==> src/rtl/psum_accumulator.sv <==
// Accumulates per-column partial sums across input-channel passes and queues
// finished results in a show-ahead FIFO, back-pressuring the PE FSM when full.
module psum_accumulator #(
  parameter int T      = 14,
  parameter int PSUM_W = 24,
  parameter int ACC_W  = 32,
  parameter int DEPTH  = 32
) (
  input  logic              clk,
  input  logic              rst,
  input  logic              start_conv,
  input  logic              p_valid,
  input  logic              last_chanel,
  input  logic [PSUM_W-1:0] psum_in,
  input  logic              end_conv,
  output logic              stall,
  output logic              out_valid,
  input  logic              out_ready,
  output logic [ACC_W-1:0]  out_data,
  output logic              done
);

  localparam int COL_W = (T > 1) ? $clog2(T) : 1;
  localparam int AW    = $clog2(DEPTH);
  localparam logic [COL_W-1:0] LAST_COL = COL_W'(T - 1);
  localparam logic [AW:0]      FULL_CNT = (AW + 1)'(DEPTH);

  logic [COL_W-1:0] r_col;
  logic             r_firstPass;
  logic             r_endSeen;
  logic [ACC_W-1:0] r_acc [T];
  logic [ACC_W-1:0] r_mem [DEPTH];
  logic [AW-1:0]    r_wrPtr;
  logic [AW-1:0]    r_rdPtr;
  logic [AW:0]      r_cnt;

  logic             w_accept;
  logic             w_push;
  logic             w_pop;
  logic [COL_W-1:0] w_colEff;
  logic             w_firstEff;
  logic [ACC_W-1:0] w_sext;
  logic [ACC_W-1:0] w_sum;

  // start_conv takes effect on a beat accepted in the same cycle
  assign w_colEff   = start_conv ? '0 : r_col;
  assign w_firstEff = start_conv | r_firstPass;

  assign w_accept = p_valid & ~stall;
  assign w_push   = w_accept & last_chanel;
  assign w_pop    = out_valid & out_ready;

  assign w_sext = ACC_W'($signed(psum_in));
  assign w_sum  = w_firstEff ? w_sext : r_acc[w_colEff] + w_sext;

  assign stall     = (r_cnt == FULL_CNT);
  assign out_valid = (r_cnt != '0);
  assign out_data  = out_valid ? r_mem[r_rdPtr] : '0;
  assign done      = r_endSeen & (r_cnt == '0);

  always_ff @(posedge clk) begin
    if (rst) begin
      r_col       <= '0;
      r_firstPass <= 1'b1;
      r_endSeen   <= 1'b0;
      r_wrPtr     <= '0;
      r_rdPtr     <= '0;
      r_cnt       <= '0;
    end else begin
      if (w_accept) begin
        if (w_colEff == LAST_COL) begin
          r_col       <= '0;
          r_firstPass <= last_chanel;
        end else begin
          r_col       <= w_colEff + COL_W'(1);
          r_firstPass <= w_firstEff;
        end
      end else if (start_conv) begin
        r_col       <= '0;
        r_firstPass <= 1'b1;
      end

      if (start_conv || done) begin
        r_endSeen <= 1'b0;
      end else if (end_conv) begin
        r_endSeen <= 1'b1;
      end

      if (w_push) begin
        r_wrPtr <= r_wrPtr + AW'(1);
      end
      if (w_pop) begin
        r_rdPtr <= r_rdPtr + AW'(1);
      end

      case ({w_push, w_pop})
        2'b10:   r_cnt <= r_cnt + (AW + 1)'(1);
        2'b01:   r_cnt <= r_cnt - (AW + 1)'(1);
        default: r_cnt <= r_cnt;
      endcase
    end
  end

  // Storage arrays need no reset: first_pass and cnt gate every read
  always_ff @(posedge clk) begin
    if (w_accept && !last_chanel) begin
      r_acc[w_colEff] <= w_sum;
    end
    if (w_push) begin
      r_mem[r_wrPtr] <= w_sum;
    end
  end

endmodule

==> config.mk <==
export PLATFORM = sky130hd
export DESIGN_NAME = psum_accumulator
export DESIGN_NICKNAME = d
export VERILOG_FILES = /design/src/rtl/psum_accumulator.sv
export SDC_FILE = /design/constraint.sdc
export NUM_CORES = 1
export LEC_CHECK = 0
export ABC_AREA = 1
export CAP_MARGIN = 40
export CORE_MARGIN = 3
export CORE_UTILIZATION = 43
export DETAILED_ROUTE_END_ITERATION = 8
export SETUP_SLACK_MARGIN = 0.05
export SLEW_MARGIN = 10
export SYNTH_ARGS = -nofsm -noshare
export SYNTH_HDL_FRONTEND = slang
export SYNTH_SLANG_ARGS = --single-unit
==> constraint.sdc <==
create_clock -name clk -period 5.8 [get_ports clk]
set_input_delay 1.16 -clock clk [delete_from_list [all_inputs] [get_ports clk]]
set_output_delay 1.16 -clock clk [all_outputs]
set_load 0.005 [all_outputs]
# After elaboration in Yosys (flattened, before gate mapping)
# Memories as Yosys holds them, arrays and structs flattened. A register that Yosys moved wholly into a read port is not among the register bits.
# Index checks and enable logic that the tools add are counted.
[word_totals] register_bits=22 latchBits=0 ramBits=1472 rom_bits=0 inputBits=31 out_inout_bits=35 word_cells=47 n_memories=2
[op_classes] n_addsub=6 multipliers=0 div_mod_pow=0 n_lt_le_gt_ge=0 eq_ne=4 shifts=0 muxes=15 n_bitwise=6 n_reduce_logical=8
[memory_table] memory="r_mem" words=32 width=32 read_ports=1 rd_clocked_by_memory_dff=1 wr=1 line_no="32" text="logic [ACC_W-1:0] r_mem [DEPTH];"
[memory_table] memory="r_acc" words=14 width=32 read_ports=1 rd_clocked_by_memory_dff=0 wr=1 line_no="31" text="logic [ACC_W-1:0] r_acc [T];"
[ops] operator="$mux 32" count=2
[ops] operator="$add 32x32->32" count=1
[ops] operator="$mux 4" count=3
[ops] operator="$pmux 6 s2" count=1
[ops] operator="$add 5x1->5 const B" count=2
[ops] operator="$mux 5" count=2
[ops] operator="$mux 1" count=7
[ops] operator="$add 6x1->6 const B" count=1
[ops] operator="$eq 6x6->1 const B" count=1
[ops] operator="$logic_not 6->1" count=1
[ops] operator="$reduce_bool 6->1" count=1
[ops] operator="$sub 6x1->6 const B" count=1
[ops] operator="$add 4x1->4 const B" count=1
[ops] operator="$and 1x1->1" count=4
[ops] operator="$eq 4x4->1 const B" count=1
[ops] operator="$reduce_bool 2->1" count=2
[ops] operator="$eq 2x1->1 const B" count=1
[ops] operator="$eq 2x2->1 const B" count=1
[ops] operator="$reduce_or 2->1" count=1
[ops] operator="$logic_and 1x1->1" count=1
[ops] operator="$logic_not 1->1" count=1
[ops] operator="$logic_or 1x1->1" count=1
[ops] operator="$not 1->1" count=1
[ops] operator="$or 1x1->1" count=1

# Logic depth before layout (Yosys ltp)
[logic_depth] depth_word=6 mapped_depth=24 depth_no_buf=22

# Worst setup path before layout
# No wires, ideal clock.
[synth_path] kind="input-to-reg" startpoint="in start_conv" endpoint="mem r_acc[0][12] (data pin)" setup_time_ns=0.562 arrival_time_ns=5.334 t_required_ns=5.238 setup_slack_ns=-0.096 cell_stages=19 path_buffers=2 cell_sequence="inv_2 nand2_1 buf_4 nor2_2 clkinv_2 buf_2 nor2_1 nor3_1 o21ai_0 nor2_1 ha_1 fa_1 nand2_1 nand3_1 and2_1 nand3_1 nand3_1 xnor2_1 o21ai_0"
[synth_between] elab_chain_cells=4 word_cells_on_any_way=5 classes_between="add/sub (1); mux (2); bitwise (1); memory (1)"
[synth_rtl] item="start, declared" line_no="11" text="input logic start_conv,"
[synth_rtl] item="$mux 4"
[synth_rtl] item="$mem_v2 14x32"
[synth_rtl] item="$add 32x32->32" line_no="54" text="assign w_sum = w_firstEff ? w_sext : r_acc[w_colEff] + w_sext;"
[synth_rtl] item="$mux 32 *" line_no="54"
[synth_rtl] item="via w_sum[12]" line_no="43" text="logic [ACC_W-1:0] w_sum;"
[synth_rtl] item="end, declared" line_no="31"
# Mark *: on every way through the listed nets, which the timed path passes. The rest lies on a longest branch.

==> out/metrics.cfg <==
[place]
placed_cell_area_mm2 = 0.06466
place_inst = 6493
portBuffers = 65
dpl.hpwl_mm = 89.81
pre_cts_slack_ns = 0.3548
place_congestion = 0.9161

[worst_setup_path]
crit_path_max_incr_delay_ns = 0.61
startpoint_type = register
crit_path_max_fanout = 216
crit_buf_inv = 3
end_kind = output pin
r2r_start = r_col[0]
critPathArrivalTime_ns = 4.01
worstPathRequired_ns = 4.64
crit_family = buffers and inverters
crit_slowest_cell = clkdlybuf4s50_1
crit_chain = inv_16, buf_4, o21ai_0, o221ai_1, o211ai_1, o21ai_1, nor2_1, nor2_1, clkdlybuf4s50_1
cpMostUsedCell = nor2_1
worstSetupPathType = register to output pin

[sta]
worst_slew_pin_slew_ns = 1.112
worst_slew_margin_rel = 0.2586
rsz0062_at_grt = no
setup_violations = 0
whs_ns = 0.5018
skew_ns = 0.03223
hold_viol_final = 0
drv_slew = 0
max_freq_mhz = 193.3
setup_tns_ns = 0
fin_crit_sh = 0.8920
layout_min_cycle_time_ns = 5.173
worst_slack_ns = 0.6266

[synthesis]
yosysMostFrequentCell = edfxtp_1
synth_top_area_share = 0.7321
yosysSeqAreaShare = 0.7410
synth_area_leaders = edfxtp_1, o21ai_0, nor2_1, o221ai_1, nand2_1
synth_cells = 4688
ys_ff_latch = 1499
syn_area_mm2 = 0.06038
synthTopCellsByCount = edfxtp_1, nor2_1, o21ai_0
ys.flop_type = edfxtp_1
synth_area_per_cell_um2 = 12.88
yosysWarningCount = 0
yosysTopAreaCell = edfxtp_1
synth_cell_type_count = 37
ys_async_sr_fraction = 0
syn_nets = 4764
synth_enable_flop_cells = 1472

[floorplanning]
dieArea_mm2 = 0.1450
die_height_um = 380.7
start_util = 0.4359
die_w_um = 380.7
coreArea_mm2 = 0.1385
io_pins = 66
row_count = 136

[detailed_routing]
drt_wl_total_mm = 163.1
drt_first_pass_iters = 6
ant_nets = 0
viasPerCell = 5.787
drtIter0Drc = 4005
wire_per_inst_um = 24.11
num_vias = 39150
drc_errors = 0

[run]
maxCapViolCount = 0

[layout]
finalInstanceArea_mm2 = 0.06949
multi_input_area_mm2 = 0.01438
instances_no_fill = 6764
nFillCells = 11860
nets = 4863
register_area_mm2 = 0.04476
drive_above_1_share = 0.09432
syn_to_final_growth_pct = 15.09

[hold_path]
worstHoldPathType = register to register
holdCritStartpoint = r_endSeen

[clocking]
htreeDepth = 4
cts_buffer_depth = 3
clk_latency_ns = 0.78
clkSinkCount = 1499
clk_pin_slew_ns = 0.06
numCtsBuffers = 155
cts_tree = done
postCtsSetupRepairBufs = 0
postCtsResizedCells = 0
cts_hold_buf = 0
cts-root-buf = clkbuf_16

[global_routing]
grt_max_degree = 222
grt.overflow.total = 0
grt.total_usage = 0.2207
antenna_found_initial = 2
first_global_vias = 37710
grt_pass1_wl_mm = 243.5

[power_and_ir_drop]
vdd_drop_max_uv = 333.8
pwr_density_cell_mw_per_mm2 = 385.8
leakage_nw = 22.79

[status]
status = finished clean

## layout make-up
type,instances,area share
inverter,130,0.007490
timing repair buffer,238,0.03850
tap,1863,0.03354
clock buffer,184,0.05830
antenna,3,0.0001080
multi-input combinational,2763,0.2069
clock inverter,84,0.01106
sequential,1499,0.6441
## path summary, 6_finish.rpt
| path | to | slack, ns | cells past startpoint |
|---|---|---|---|
| hold / removal | r_endSeen | 0.50 | 2 |
| setup / recovery | out_data[21] | 0.63 | 9 |
| hold reg to reg | r_endSeen | 0.50 | 2 |
| setup reg to reg | r_mem[8][20] | 1.63 | 17 |
## per-stage QoR
stage	util	power, W
2_1_floorplan	-	0.01545
6_report	0.5017	0.02681
3_5_place_dp	0.4668	0.01752
4_1_cts	0.5016	0.02698
3_3_place_gp	0.4656	0.01741
5_1_grt	0.5016	0.02796
## cells in the final DEF, fill, tap and decap left out, types with 10 or more instances in the layout
cell / count
o2bb2ai_1: 10
nor3_1: 180
nand2_1: 321
o211ai_1: 17
clkinv_2: 24
nor2_1: 775
o21ai_0: 602
o221ai_1: 173
clkbuf_16: 158
clkdlybuf4s50_1: 65
clkinv_1: 34
nand3_1: 173
a31oi_1: 14
o22ai_1: 187
clkbuf_1: 26
edfxtp_1: 1472
dfxtp_1: 22
buf_4: 117
nor2_4: 39
buf_12: 51
ha_1: 43
bufinv_16: 12
inv_1: 121
a21oi_1: 118
o21ai_1: 29
## per-layer routing
layer	track usage	up-vias	part of all wire
met5	0	-	0
met1	0.3125	19580	0.43
met2	0.3586	1542	0.48
li1	-	17760	-
met3	0.03170	265	0.066
met4	0.05978	0	0.022
## report_power, final
| part | internal (W) | switching, W | total (W) |
|---|---|---|---|
| combinational | 0.00172 | 0.00347 | 0.00519 |
| clock | 0.00551 | 0.00400 | 0.00951 |
| sequential | 0.0120 | 0.000108 | 0.0121 |
## cell families (layout without fill, tap and decap cells)
| family | Yosys count | after routing | share of synthesized area |
|---|---|---|---|
| compound gates | 1185 | 1185 | 0.1154 |
| xor+xnor | 10 | 10 | 0.001451 |
| fa+ha+maj | 45 | 45 | 0.009574 |
| buf+inv | 426 | 636 | 0.02926 |
| flops | 1499 | 1499 | 0.7410 |
| other cells | 0 | 3 | 0 |
| simple gates | 1523 | 1523 | 0.1033 |
## state kept, by name, summed over array words and instances (netlist names), named ones only
signal and cells:
r_mem 1024, r_acc 448, r_cnt 6, r_rdPtr 5, r_wrPtr 5, r_col 4, r_endSeen 1, r_firstPass 1
## worst reg2reg max path: stages, from the launching register on
cell     delay, ns
dfxtp_1       0.56
inv_1         0.16
nand2_4       0.13
buf_12        0.25
buf_4         0.27
buf_4         0.19
o22ai_1       0.10
nor3_1        0.14
o22ai_1       0.10
nor2_1        0.24
ha_1          0.35
a21oi_1       0.18
o21ai_0       0.19
a21oi_1       0.28
buf_4         0.17
nand4_1       0.14
a31oi_4       0.23
buf_12        0.23
Note: power is estimated with default switching activity, not from simulation.
